`src/rtl/cross_bar_pkg.sv`:
```
// Shared sizing, types and pointer helper for the response crossbar.
package cross_bar_pkg;

    localparam int unsigned NUM_CH      = 3;
    localparam int unsigned NUM_BANK    = 4;
    localparam int unsigned QUEUE_DEPTH = 5;
    localparam int unsigned DW          = 64;
    localparam int unsigned EW          = $clog2(QUEUE_DEPTH);
    localparam int unsigned CHW         = 2;
    localparam int unsigned BW          = $clog2(NUM_BANK);
    localparam int unsigned CW          = $clog2(QUEUE_DEPTH + 1);

    typedef logic [CHW-1:0] chid_t;
    typedef logic [EW-1:0]  entry_t;
    typedef logic [BW-1:0]  bank_idx_t;
    typedef logic [CW-1:0]  cnt_t;

    typedef struct packed {
        chid_t           chid;
        entry_t          entry;
        logic [DW-1:0]   data;
    } bank_resp_t;

    // ROB pointers wrap at QUEUE_DEPTH, which need not be a power of two.
    function automatic entry_t entry_inc(input entry_t p);
        return (p == entry_t'(QUEUE_DEPTH - 1)) ? '0 : entry_t'(p + 1'b1);
    endfunction

endpackage

```
`src/rtl/cross_bar_resp_rob.sv`:
```
// One channel's reorder buffer plus the round-robin arbiter choosing which
// bank response it accepts each cycle.
module cross_bar_resp_rob
    import cross_bar_pkg::*;
#(
    parameter int unsigned CH = 0
) (
    input  logic                       clk,
    input  logic                       rst_n,
    input  logic                       alloc,
    input  logic       [NUM_BANK-1:0]  bank_valid,
    input  bank_resp_t [NUM_BANK-1:0]  bank_resp,
    output logic       [NUM_BANK-1:0]  grant,
    output logic                       resp_valid,
    output logic       [DW-1:0]        resp_data,
    input  logic                       resp_ready,
    output logic                       err
);

    localparam cnt_t DEPTH_CNT = cnt_t'(QUEUE_DEPTH);

    logic [QUEUE_DEPTH-1:0] pending_q, pending_d;
    logic [QUEUE_DEPTH-1:0] done_q, done_d;
    entry_t                 alloc_ptr_q, alloc_ptr_d;
    entry_t                 pop_ptr_q, pop_ptr_d;
    cnt_t                   cnt_q, cnt_d;
    bank_idx_t              rr_q, rr_d;
    logic [DW-1:0]          data_q [QUEUE_DEPTH];

    logic [NUM_BANK-1:0] req;
    logic                gnt_any;
    bank_idx_t           gnt_idx;
    entry_t              wr_entry;
    logic [DW-1:0]       wr_data;
    logic                wr_ok;
    logic                alloc_ok;
    logic                pop;

    always_comb begin
        req = '0;
        for (int b = 0; b < NUM_BANK; b++) begin
            req[b] = bank_valid[b] && (bank_resp[b].chid == chid_t'(CH));
        end
    end

    // Scan from rr_q upward; the 2-bit add wraps naturally over the banks.
    always_comb begin
        gnt_any = 1'b0;
        gnt_idx = '0;
        for (int i = 0; i < NUM_BANK; i++) begin
            if (!gnt_any && req[bank_idx_t'(rr_q + bank_idx_t'(i))]) begin
                gnt_any = 1'b1;
                gnt_idx = bank_idx_t'(rr_q + bank_idx_t'(i));
            end
        end
        grant = '0;
        if (gnt_any) begin
            grant[gnt_idx] = 1'b1;
        end
        rr_d = gnt_any ? bank_idx_t'(gnt_idx + 1'b1) : rr_q;
    end

    assign wr_entry   = bank_resp[gnt_idx].entry;
    assign wr_data    = bank_resp[gnt_idx].data;
    assign wr_ok      = gnt_any && (wr_entry < entry_t'(QUEUE_DEPTH))
                        && pending_q[wr_entry] && !done_q[wr_entry];
    assign resp_valid = pending_q[pop_ptr_q] & done_q[pop_ptr_q];
    assign resp_data  = data_q[pop_ptr_q];
    assign pop        = resp_valid & resp_ready;
    assign alloc_ok   = alloc && (cnt_q < DEPTH_CNT);
    assign err        = (alloc && !alloc_ok) || (gnt_any && !wr_ok);

    always_comb begin
        pending_d   = pending_q;
        done_d      = done_q;
        alloc_ptr_d = alloc_ptr_q;
        pop_ptr_d   = pop_ptr_q;
        cnt_d       = cnt_q;
        if (pop) begin
            pending_d[pop_ptr_q] = 1'b0;
            done_d[pop_ptr_q]    = 1'b0;
            pop_ptr_d            = entry_inc(pop_ptr_q);
        end
        if (wr_ok) begin
            done_d[wr_entry] = 1'b1;
        end
        // A full buffer rejects alloc even if the head pops this same cycle.
        if (alloc_ok) begin
            pending_d[alloc_ptr_q] = 1'b1;
            alloc_ptr_d            = entry_inc(alloc_ptr_q);
        end
        case ({alloc_ok, pop})
            2'b10:   cnt_d = cnt_q + cnt_t'(1);
            2'b01:   cnt_d = cnt_q - cnt_t'(1);
            default: cnt_d = cnt_q;
        endcase
    end

    always_ff @(posedge clk or negedge rst_n) begin
        if (!rst_n) begin
            pending_q   <= '0;
            done_q      <= '0;
            alloc_ptr_q <= '0;
            pop_ptr_q   <= '0;
            cnt_q       <= '0;
            rr_q        <= '0;
        end else begin
            pending_q   <= pending_d;
            done_q      <= done_d;
            alloc_ptr_q <= alloc_ptr_d;
            pop_ptr_q   <= pop_ptr_d;
            cnt_q       <= cnt_d;
            rr_q        <= rr_d;
        end
    end

    always_ff @(posedge clk) begin
        if (wr_ok) begin
            data_q[wr_entry] <= wr_data;
        end
    end

endmodule

```
`src/rtl/cross_bar_resp.sv`:
```
// Response crossbar: routes bank responses into per-channel reorder buffers
// and returns them to each channel in request order.
module cross_bar_resp
    import cross_bar_pkg::*;
(
    input  logic                          clk_i,
    input  logic                          rstn_i,
    input  logic [NUM_CH-1:0]             ch_alloc_i,
    input  logic [NUM_BANK-1:0]           bank_resp_valid_i,
    output logic [NUM_BANK-1:0]           bank_resp_ready_o,
    input  logic [NUM_BANK-1:0][CHW-1:0]  bank_resp_chid_i,
    input  logic [NUM_BANK-1:0][EW-1:0]   bank_resp_entry_i,
    input  logic [NUM_BANK-1:0][DW-1:0]   bank_resp_data_i,
    output logic [NUM_CH-1:0]             ch_resp_valid_o,
    input  logic [NUM_CH-1:0]             ch_resp_ready_i,
    output logic [NUM_CH-1:0][DW-1:0]     ch_resp_data_o,
    output logic                          err_o
);

    bank_resp_t [NUM_BANK-1:0]             bank_resp;
    logic       [NUM_CH-1:0][NUM_BANK-1:0] ch_grant;
    logic       [NUM_CH-1:0]               ch_err;
    logic       [NUM_BANK-1:0]             bad_chid;
    logic                                  err_q;

    always_comb begin
        bank_resp = '0;
        bad_chid  = '0;
        for (int b = 0; b < NUM_BANK; b++) begin
            bank_resp[b].chid  = bank_resp_chid_i[b];
            bank_resp[b].entry = bank_resp_entry_i[b];
            bank_resp[b].data  = bank_resp_data_i[b];
            bad_chid[b] = bank_resp_valid_i[b] && (bank_resp_chid_i[b] >= chid_t'(NUM_CH));
        end
    end

    for (genvar c = 0; c < NUM_CH; c++) begin : g_rob
        cross_bar_resp_rob #(
            .CH(c)
        ) u_rob (
            .clk        (clk_i),
            .rst_n      (rstn_i),
            .alloc      (ch_alloc_i[c]),
            .bank_valid (bank_resp_valid_i),
            .bank_resp  (bank_resp),
            .grant      (ch_grant[c]),
            .resp_valid (ch_resp_valid_o[c]),
            .resp_data  (ch_resp_data_o[c]),
            .resp_ready (ch_resp_ready_i[c]),
            .err        (ch_err[c])
        );
    end

    // Responses to a nonexistent channel are drained so the bank never stalls.
    always_comb begin
        bank_resp_ready_o = bad_chid;
        for (int c = 0; c < NUM_CH; c++) begin
            bank_resp_ready_o = bank_resp_ready_o | ch_grant[c];
        end
    end

    always_ff @(posedge clk_i or negedge rstn_i) begin
        if (!rstn_i) begin
            err_q <= 1'b0;
        end else if ((|ch_err) || (|bad_chid)) begin
            err_q <= 1'b1;
        end
    end

    assign err_o = err_q;

endmodule

```
`config.mk`:
```
export PLATFORM = sky130hd
export DESIGN_NAME = cross_bar_resp
export DESIGN_NICKNAME = d
export VERILOG_FILES = /design/src/rtl/cross_bar_pkg.sv /design/src/rtl/cross_bar_resp_rob.sv /design/src/rtl/cross_bar_resp.sv
export SDC_FILE = /design/constraint.sdc
export NUM_CORES = 2
export LEC_CHECK = 0
export CORE_MARGIN = 3
export CORE_UTILIZATION = 60
export CTS_CLUSTER_DIAMETER = 40
export DETAILED_ROUTE_END_ITERATION = 16
export PLACE_DENSITY = 0.84
export REMOVE_ABC_BUFFERS = 1
export SLEW_MARGIN = 10
export SYNTH_ARGS = -nofsm -noshare
export SYNTH_HDL_FRONTEND = slang
export SYNTH_SLANG_ARGS = --single-unit
```
`constraint.sdc`:
```
create_clock -name clk_i -period 14.95 [get_ports clk_i]
set_clock_uncertainty 0.2 [all_clocks]
set_input_delay 2.99 -clock clk_i [delete_from_list [all_inputs] [get_ports clk_i]]
set_output_delay 2.99 -clock clk_i [all_outputs]
set_load 0.02 [all_outputs]
```
---- Word level (Yosys, flattened, before mapping) ----
Memories as Yosys holds them, arrays and structs flattened.
Index checks and enable logic that the tools add are counted.
operators by class
  add/sub/neg operators ................... 24
  magnitude comparators ................... 46
  equality and inequality tests ........... 20
  multiplexer cells ....................... 132
  bitwise logic cells ..................... 24
  reductions and logical operators ........ 86
operator list
  operator                                                           count
  binary-select mux 69 bit (select 2 bit)                            3
  2-to-1 mux 67 bit                                                  3
  2-to-1 mux 5 bit                                                   12
  logical AND 1 bit                                                  55
  2-to-1 mux 1 bit                                                   54
  less-than comparator 2 x 3 -> 1 bit, second input constant         15
  binary-select mux 1 bit (select 3 bit)                             12
  less-than comparator 3 x 4 -> 1 bit, second input constant         9
  AND 5 bit                                                          6
  OR 5 bit                                                           6
  adder 3 x 1 -> 3 bit, second input constant                        9
  demux 1 bit (select 3 bit)                                         9
  greater-or-equal comparator 3 x 1 -> 1 bit, second input constant  9
  binary-select mux 1 bit (select 2 bit)                             12
  2-to-1 mux 2 bit                                                   12
  equality test 3 bit, second input constant                         6
  zero test 1 bit                                                    18
  less-than comparator 3 bit, second input constant                  6
  2-to-1 mux 3 bit                                                   6
  case mux 3 bit (2 select lines)                                    3
  NOT 5 bit                                                          3
  equality test 2 x 1 -> 1 bit, second input constant                7
  equality test 2 bit, second input constant                         7
  adder 2 x 1 -> 2 bit, second input constant                        6
  other kinds (13)                                                   44
word-level totals
  flip-flop bits (word level) ............. 64
  RAM bits ................................ 960
  input port bits ......................... 288
  output and inout port bits .............. 200
  logic and storage cells ................. 354
  memories kept ........................... 3
memories
  name                   depth  width  read ports  clocked after memory_dff  wr ports  line                      text
  g_rob[0].u_rob.data_q  5      64     1           0                         1         cross_bar_resp_rob.sv:28  logic [DW-1:0] data_q [QUEUE_DEPTH];
  g_rob[1].u_rob.data_q  5      64     1           0                         1         cross_bar_resp_rob.sv:28
  g_rob[2].u_rob.data_q  5      64     1           0                         1         cross_bar_resp_rob.sv:28

---- Depth between registers and ports, before layout ----
  depth in word-level cells ............... 25
  gate-level depth with buffers ........... 14
  gate-level depth less buffers ........... 13

---- Hierarchy ----
Synthesis repeated with hierarchy kept, for this count alone.
second synthesis, totals
  cell total of the unflattened synthesis .. 3,873
  area, all modules ....................... 46,104.2 µm²
modules (own cells, without submodules)
  module                               times used  cells each  area an instance (µm²)  sequential area each (µm²)
  cross_bar_resp_rob (g_rob[2].u_rob)  1           1,303       15,424.8                10,134.7
  cross_bar_resp_rob (g_rob[0].u_rob)  1           1,280       15,294.7                10,134.7
  cross_bar_resp_rob (g_rob[1].u_rob)  1           1,277       15,280.9                10,134.7
  cross_bar_resp                       1           13          103.8                   25.0

---- Worst setup path before layout ----
No wires, ideal clock.
  kind .................................... input -> register
  start ................................... input bank_resp_chid_i[4] (netlist name)
  end ..................................... memory g_rob[0].u_rob.data_q[1][0] (enable)
  setup time .............................. 0.647 ns
  arrival time ............................ 10.817 ns
  data required time ...................... 14.103 ns
  path slack .............................. 3.286 ns
  stages on the path ...................... 9
  buffers on the path ..................... 1
  cell sequence ........................... or3b_1 -> or3_1 -> and3_1 -> buf_6 -> clkinv_4 -> mux2i_1 -> mux2i_4 -> mux2i_1 -> nor4_1
between the ends
  longest elaborated chain between the ends .. 22
  elaborated cells on any way between the ends .. 37
  those cells by class .................... order compare: 1; mux: 24; reduce/logical: 12
RTL lines
  what                                                                                         line                                                text
  start: declaration                                                                           cross_bar_resp.sv:11                                input logic [NUM_BANK-1:0][CHW-1:0] bank_resp_chid_i,
  zero test 2 bit *                                                                            cross_bar_resp_rob.sv:42                            req[b] = bank_valid[b] && (bank_resp[b].chid == chid_t'(CH));
  logical AND 1 bit *                                                                          cross_bar_resp_rob.sv:42
  binary-select mux 1 bit (select 2 bit)                                                       cross_bar_resp_rob.sv:51                            if (!gnt_any && req[bank_idx_t'(rr_q + bank_idx_t'(i))]) begin
  2-to-1 mux 1 bit (implied by the code)                                                       cross_bar_resp_rob.sv:51
  2-to-1 mux 1 bit                                                                             cross_bar_resp_rob.sv:51
  zero test 1 bit                                                                              cross_bar_resp_rob.sv:51
  logical AND 1 bit                                                                            cross_bar_resp_rob.sv:51
  2-to-1 mux 1 bit                                                                             cross_bar_resp_rob.sv:51
  [6 not listed]                                                                               -
  binary-select mux 69 bit (select 2 bit)                                                      cross_bar_resp_rob.sv:63                            assign wr_entry = bank_resp[gnt_idx].entry;
  2-to-1 mux 67 bit (implied by the code)                                                      cross_bar_resp_rob.sv:63
  binary-select mux 1 bit (select 3 bit) / less-than comparator 3 bit (equally long branches)  cross_bar_resp_rob.sv:66, cross_bar_resp_rob.sv:65
  2-to-1 mux 1 bit (implied by the code) / logical AND 1 bit (equally long branches)           cross_bar_resp_rob.sv:66, cross_bar_resp_rob.sv:65
  logical AND 1 bit / zero test 1 bit (equally long branches)                                  cross_bar_resp_rob.sv:66                            && pending_q[wr_entry] && !done_q[wr_entry];
  logical AND 1 bit                                                                            cross_bar_resp_rob.sv:66
  2-to-1 mux 1 bit                                                                             cross_bar_resp_rob.sv:118                           if (wr_ok) begin
  2-to-1 mux 1 bit (implied by the code)                                                       cross_bar_resp_rob.sv:119                           data_q[wr_entry] <= wr_data;
  end: declaration                                                                             cross_bar_resp_rob.sv:28
Mark *: on every way between the ends. The rest lies on a longest branch, timed or not. The select of a mux whose other input is x is not followed.

---- Worst setup path after layout ----
  start ................................... input bank_resp_chid_i[0] (netlist name)
  end ..................................... output bank_resp_ready_o[0]
between the ends
  longest elaborated chain between the ends .. 22
  elaborated cells on any way between the ends .. 95
  those cells by class .................... order compare: 7; eq/ne: 2; mux: 57; bitwise: 3; reduce/logical: 26
RTL lines
  what                                                                                                                            line                      text
  zero test 2 bit                                                                                                                 cross_bar_resp_rob.sv:42
  logical AND 1 bit                                                                                                               cross_bar_resp_rob.sv:42
  binary-select mux 1 bit (select 2 bit)                                                                                          cross_bar_resp_rob.sv:51
  2-to-1 mux 1 bit (implied by the code)                                                                                          cross_bar_resp_rob.sv:51
  2-to-1 mux 1 bit                                                                                                                cross_bar_resp_rob.sv:51
  zero test 1 bit                                                                                                                 cross_bar_resp_rob.sv:51
  logical AND 1 bit                                                                                                               cross_bar_resp_rob.sv:51
  2-to-1 mux 1 bit                                                                                                                cross_bar_resp_rob.sv:51
  [5 not listed]                                                                                                                  -
  2-to-1 mux 2 bit                                                                                                                cross_bar_resp_rob.sv:51
  less-than comparator 2 x 3 -> 1 bit (implied by the code) / greater-or-equal comparator 2 x 1 -> 1 bit (equally long branches)  cross_bar_resp_rob.sv:58  grant[gnt_idx] = 1'b1;
  logical AND 1 bit (implied by the code)                                                                                         cross_bar_resp_rob.sv:58
  2-to-1 mux 1 bit (implied by the code)                                                                                          cross_bar_resp_rob.sv:58
  demux 1 bit (select 2 bit)                                                                                                      -
  2-to-1 mux 4 bit                                                                                                                cross_bar_resp_rob.sv:57  if (gnt_any) begin
  OR 4 bit (2 in a row)                                                                                                           cross_bar_resp.sv:58      bank_resp_ready_o = bank_resp_ready_o | ch_grant[c];
  OR 4 bit *                                                                                                                      cross_bar_resp.sv:58
  end: declaration                                                                                                                cross_bar_resp.sv:10      output logic [NUM_BANK-1:0] bank_resp_ready_o,
Marks and branches as above.

==> parameters.txt <==
Parameter                              Value

Synth
  Number of flops mapped to enable cells by yosys    960
  Count of unique library cells instantiated by Yosys    ~70
  Netlist Area Pre-Place    between 40000 and 50000 um2
  Share of the synthesized area in the top cell type    between 60% and 70%
  Cells taking the most area after synthesis    edfxtp_1 (63%), mux2i_1 (5.9%), nand2_1 (4.7%)
  Sequential area share after synthesis    between 60% and 70%
  Cell type contributing the most total cell area after synthesis    edfxtp_1
  Number of flip-flops and latches in the synthesized netlist    1024
  Share of synthesized flip-flops with an asynchronous set or reset    approximately 6.3%
  Number of synthesis warnings    0
  Ys flop type    edfxtp_1
  Most common cell in the netlist    edfxtp_1
  Top post-synthesis cells by count    edfxtp_1 (960), nand2_1 (569), nor2_1 (297)
  Mean area per synthesized cell    between 10 and 15 um2
  Cell count after synthesis    between 3000 and 4000

Clocking
  Total clock buffers created by CTS    approximately 110
  Hold-fix buffers at CTS    0
  Number of gates resized after CTS    0
  Maximum root-to-sink buffer count    3
  Clock root cell    clkbuf_16
  Clock transition at the register clock pins on the worst setup and hold paths after CTS    about 0.050 ns
  Number of sinks driven by the clock tree    ~1000
  Depth of the CTS H-tree    3
  TritonCTS clock tree    built
  Insertion delay of the later-clocked pin in the worst-skew pair    between 0.6 and 0.7 ns
  Post-CTS setup buffer count    0

Place
  Setup Slack @ Placement    roughly 4.4 ns
  Placer Congestion    just over 0.9
  Detailed Place HPWL    between 80 and 90 mm
  # port buffers    about 490

Global routing
  Largest net degree at the start of global routing    92
  Initial antenna violation count    2
  GRT Resource Usage Total    ~35%
  First-pass GRT wire length    about 200 mm
  Number of global-route vias before repair    ~34000
  Overflow left after global routing    0

Pwr
  Worst ir drop on vdd    around 130 uV
  Ratio of total power to cell area    approximately 190 nW/um2
  Static leakage power    a little under 20 nW

Finish
  # fillers    4601
  Area taken by flip-flops and latches    30500 um2
  Ratio of cells with drive above 1 in the final layout    8.57%
  Number of nets in the layout    between 4000 and 5000
  Layout area overhead    21.0%
  Combined area of the multi-input logic cells    about 14000 um2

Detailed routing
  Drt via density    about 6.7
  Detailed Route WL    between 100 and 150 mm
  Wire length per cell    between 20 and 30 um
  Number of vias in the routed layout    around 35000
  Number of optimization iterations in the first detailed-route pass    7
  Initial DRC count    approximately 4500
  Antenna-violating nets left    0
  Residual DRC    0

STA
  Measured slew at the worst slew-check pin    about 1.3 ns
  Total negative slack    0 ns
  Share of the clock period used by the worst path    72.2%
  Final hold violation count    0
  Relative slew margins    15.8%
  Fmax    0.0927 GHz
  Number of failing setup endpoints in the final timing report    0
  Min cycle time layout    around 11 ns
  Final Worst Setup Slack    ~4.2 ns
  Setup repair after global routing missed its margin    false
  Final Slew Violations    0
  Worst hold-check slack    roughly 0.27 ns

Floorplan
  Die area    approximately 80000 um2
  Area of the placeable core    75100 um2
  Horizontal die dimension    approximately 280 um
  Number of top-level design ports    between 400 and 500
  Height of the chip    around 280 um
  Starting density of the core    61.1%
  Rows    100

Worst setup path
  Worst-path maximum fanout    about 80
  Setup crit start kind    input pin
  Kind of critical path    in -> out
  Data required time at the worst endpoint    ~12 ns
  Crit end category    output port
  Arrival @ worst endpoint    7.60 ns

Run
  Max-Cap Viols    0

Status
  Outcome    finished clean

Hold path
  Worst Hold Class    reg -> reg
-- stage by stage --
stage	cell area, um2	power (mW)	util (%)	cells
after global routing	55500	10.8	73.9	5171
after global placement	51500	7.44	68.6	4957
after detailed placement	51500	7.52	68.6	4957
after floorplan	44800	5.67	-	3449
after CTS	55500	10.4	73.9	5170
final	55500	10.4	73.9	5172
-- state kept, by name, summed over array words and instances (netlist names) --
name,flops
g_rob.u_rob.cnt_q,9
g_rob.u_rob.data_q,960
g_rob.u_rob.pop_ptr_q,9
err_o,1
g_rob.u_rob.pending_q,15
g_rob.u_rob.done_q,15
g_rob.u_rob.alloc_ptr_q,9
g_rob.u_rob.rr_q,6
-- layout make-up --
class | count | share of cell area (%)
diodes | 1 | 0.00451
repair buffers | 540 | 9.52
flip-flops and latches | 1024 | 54.9
multi-input cells | 2386 | 26.0
well taps | 969 | 2.19
clock buffers | 129 | 5.28
inverters | 39 | 0.282
clock inverters | 84 | 1.80
-- worst max-delay path: stages --
cell and delay [ns]:
clkdlybuf4s50_1 0.77, and4b_1 0.27, nand2b_1 0.17, a211oi_4 0.23, buf_4 0.86, inv_2 0.67
buf_4 0.46, ha_1 0.27, nand2_1 0.06, nand3_1 0.10, clkdlybuf4s50_1 0.56
-- cells in the final DEF, fill, tap and decap left out, drive strengths merged, types with 4 or more instances in the layout --
cell type and instances:
nor4b 6, xor2 6, a32o 9, clkinv 40, and3 136, a21o 14
a211oi 9, clkbuf 129, nand3b 9, nor3b 5, nand3 23, inv 59
o21ai 228, o211ai 5, edfxtp 960, mux2 71, nand2b 10, a21oi 272
nor3 7, nor2 297, clkinvlp 8, o211a 4, dfrtp 64, bufinv 16
nand2 569, a31oi 137, ha 27, nor2b 6, nor4bb 4, mux2i 269
buf 54, a22oi 199, clkdlybuf4s50 486, o2bb2ai 5
-- cell families after synthesis --
logic type | count (synthesis) | share of synthesized area [%]
AOI/OAI and AO/OA | 906 | 11.9
xor gates and xnor gates | 9 | 0.172
adders and majority gates | 30 | 0.868
buffers and inverters | 292 | 2.52
DFF | 1024 | 66.4
muxes | 342 | 7.74
and+or+nand+nor | 1099 | 10.4
-- where the power goes --
| part | leakage (nW) | internal (mW) | switching [mW] |
|---|---|---|---|
| clock | 1.90 | 1.71 | 1.17 |
| combinational | 8.47 | 1.42 | 2.49 |
| sequential | 9.38 | 3.41 | 0.237 |
-- path summary, 6_finish.rpt --
path | from | end | slack (ns) | cells past startpoint
worst max-delay path | bank_resp_chid_i[0] | bank_resp_ready_o[0] | 4.16 | 11
worst min-delay path | g_rob[1].u_rob.cnt_q[2]$_DFFE_PN0P_ | g_rob[1].u_rob.cnt_q[2]$_DFFE_PN0P_ | 0.27 | 1
worst max register to register | g_rob[2].u_rob.rr_q[1]$_DFFE_PN0P_ | g_rob[2].u_rob.data_q[0][44]$_DFFE_PP_ | 8.94 | 10
worst min register to register | g_rob[1].u_rob.cnt_q[2]$_DFFE_PN0P_ | g_rob[1].u_rob.cnt_q[2]$_DFFE_PN0P_ | 0.27 | 1
max in group asynchronous | rstn_i | g_rob[2].u_rob.pop_ptr_q[1]$_DFFE_PN0P_ | 11.57 | 2
min in group asynchronous | rstn_i | g_rob[2].u_rob.cnt_q[0]$_DFFE_PN0P_ | 2.33 | 2
-- layer usage --
layer,vias to the layer above,GRT usage (%),routed length (um)
li1,14700,-,-
met2,2743,56.2,67300
met4,2,20.5,8500
met5,-,0,18
met1,16700,43.9,48600
met3,531,6.66,16600
No activity file was read; power rests on OpenSTA's default activity.
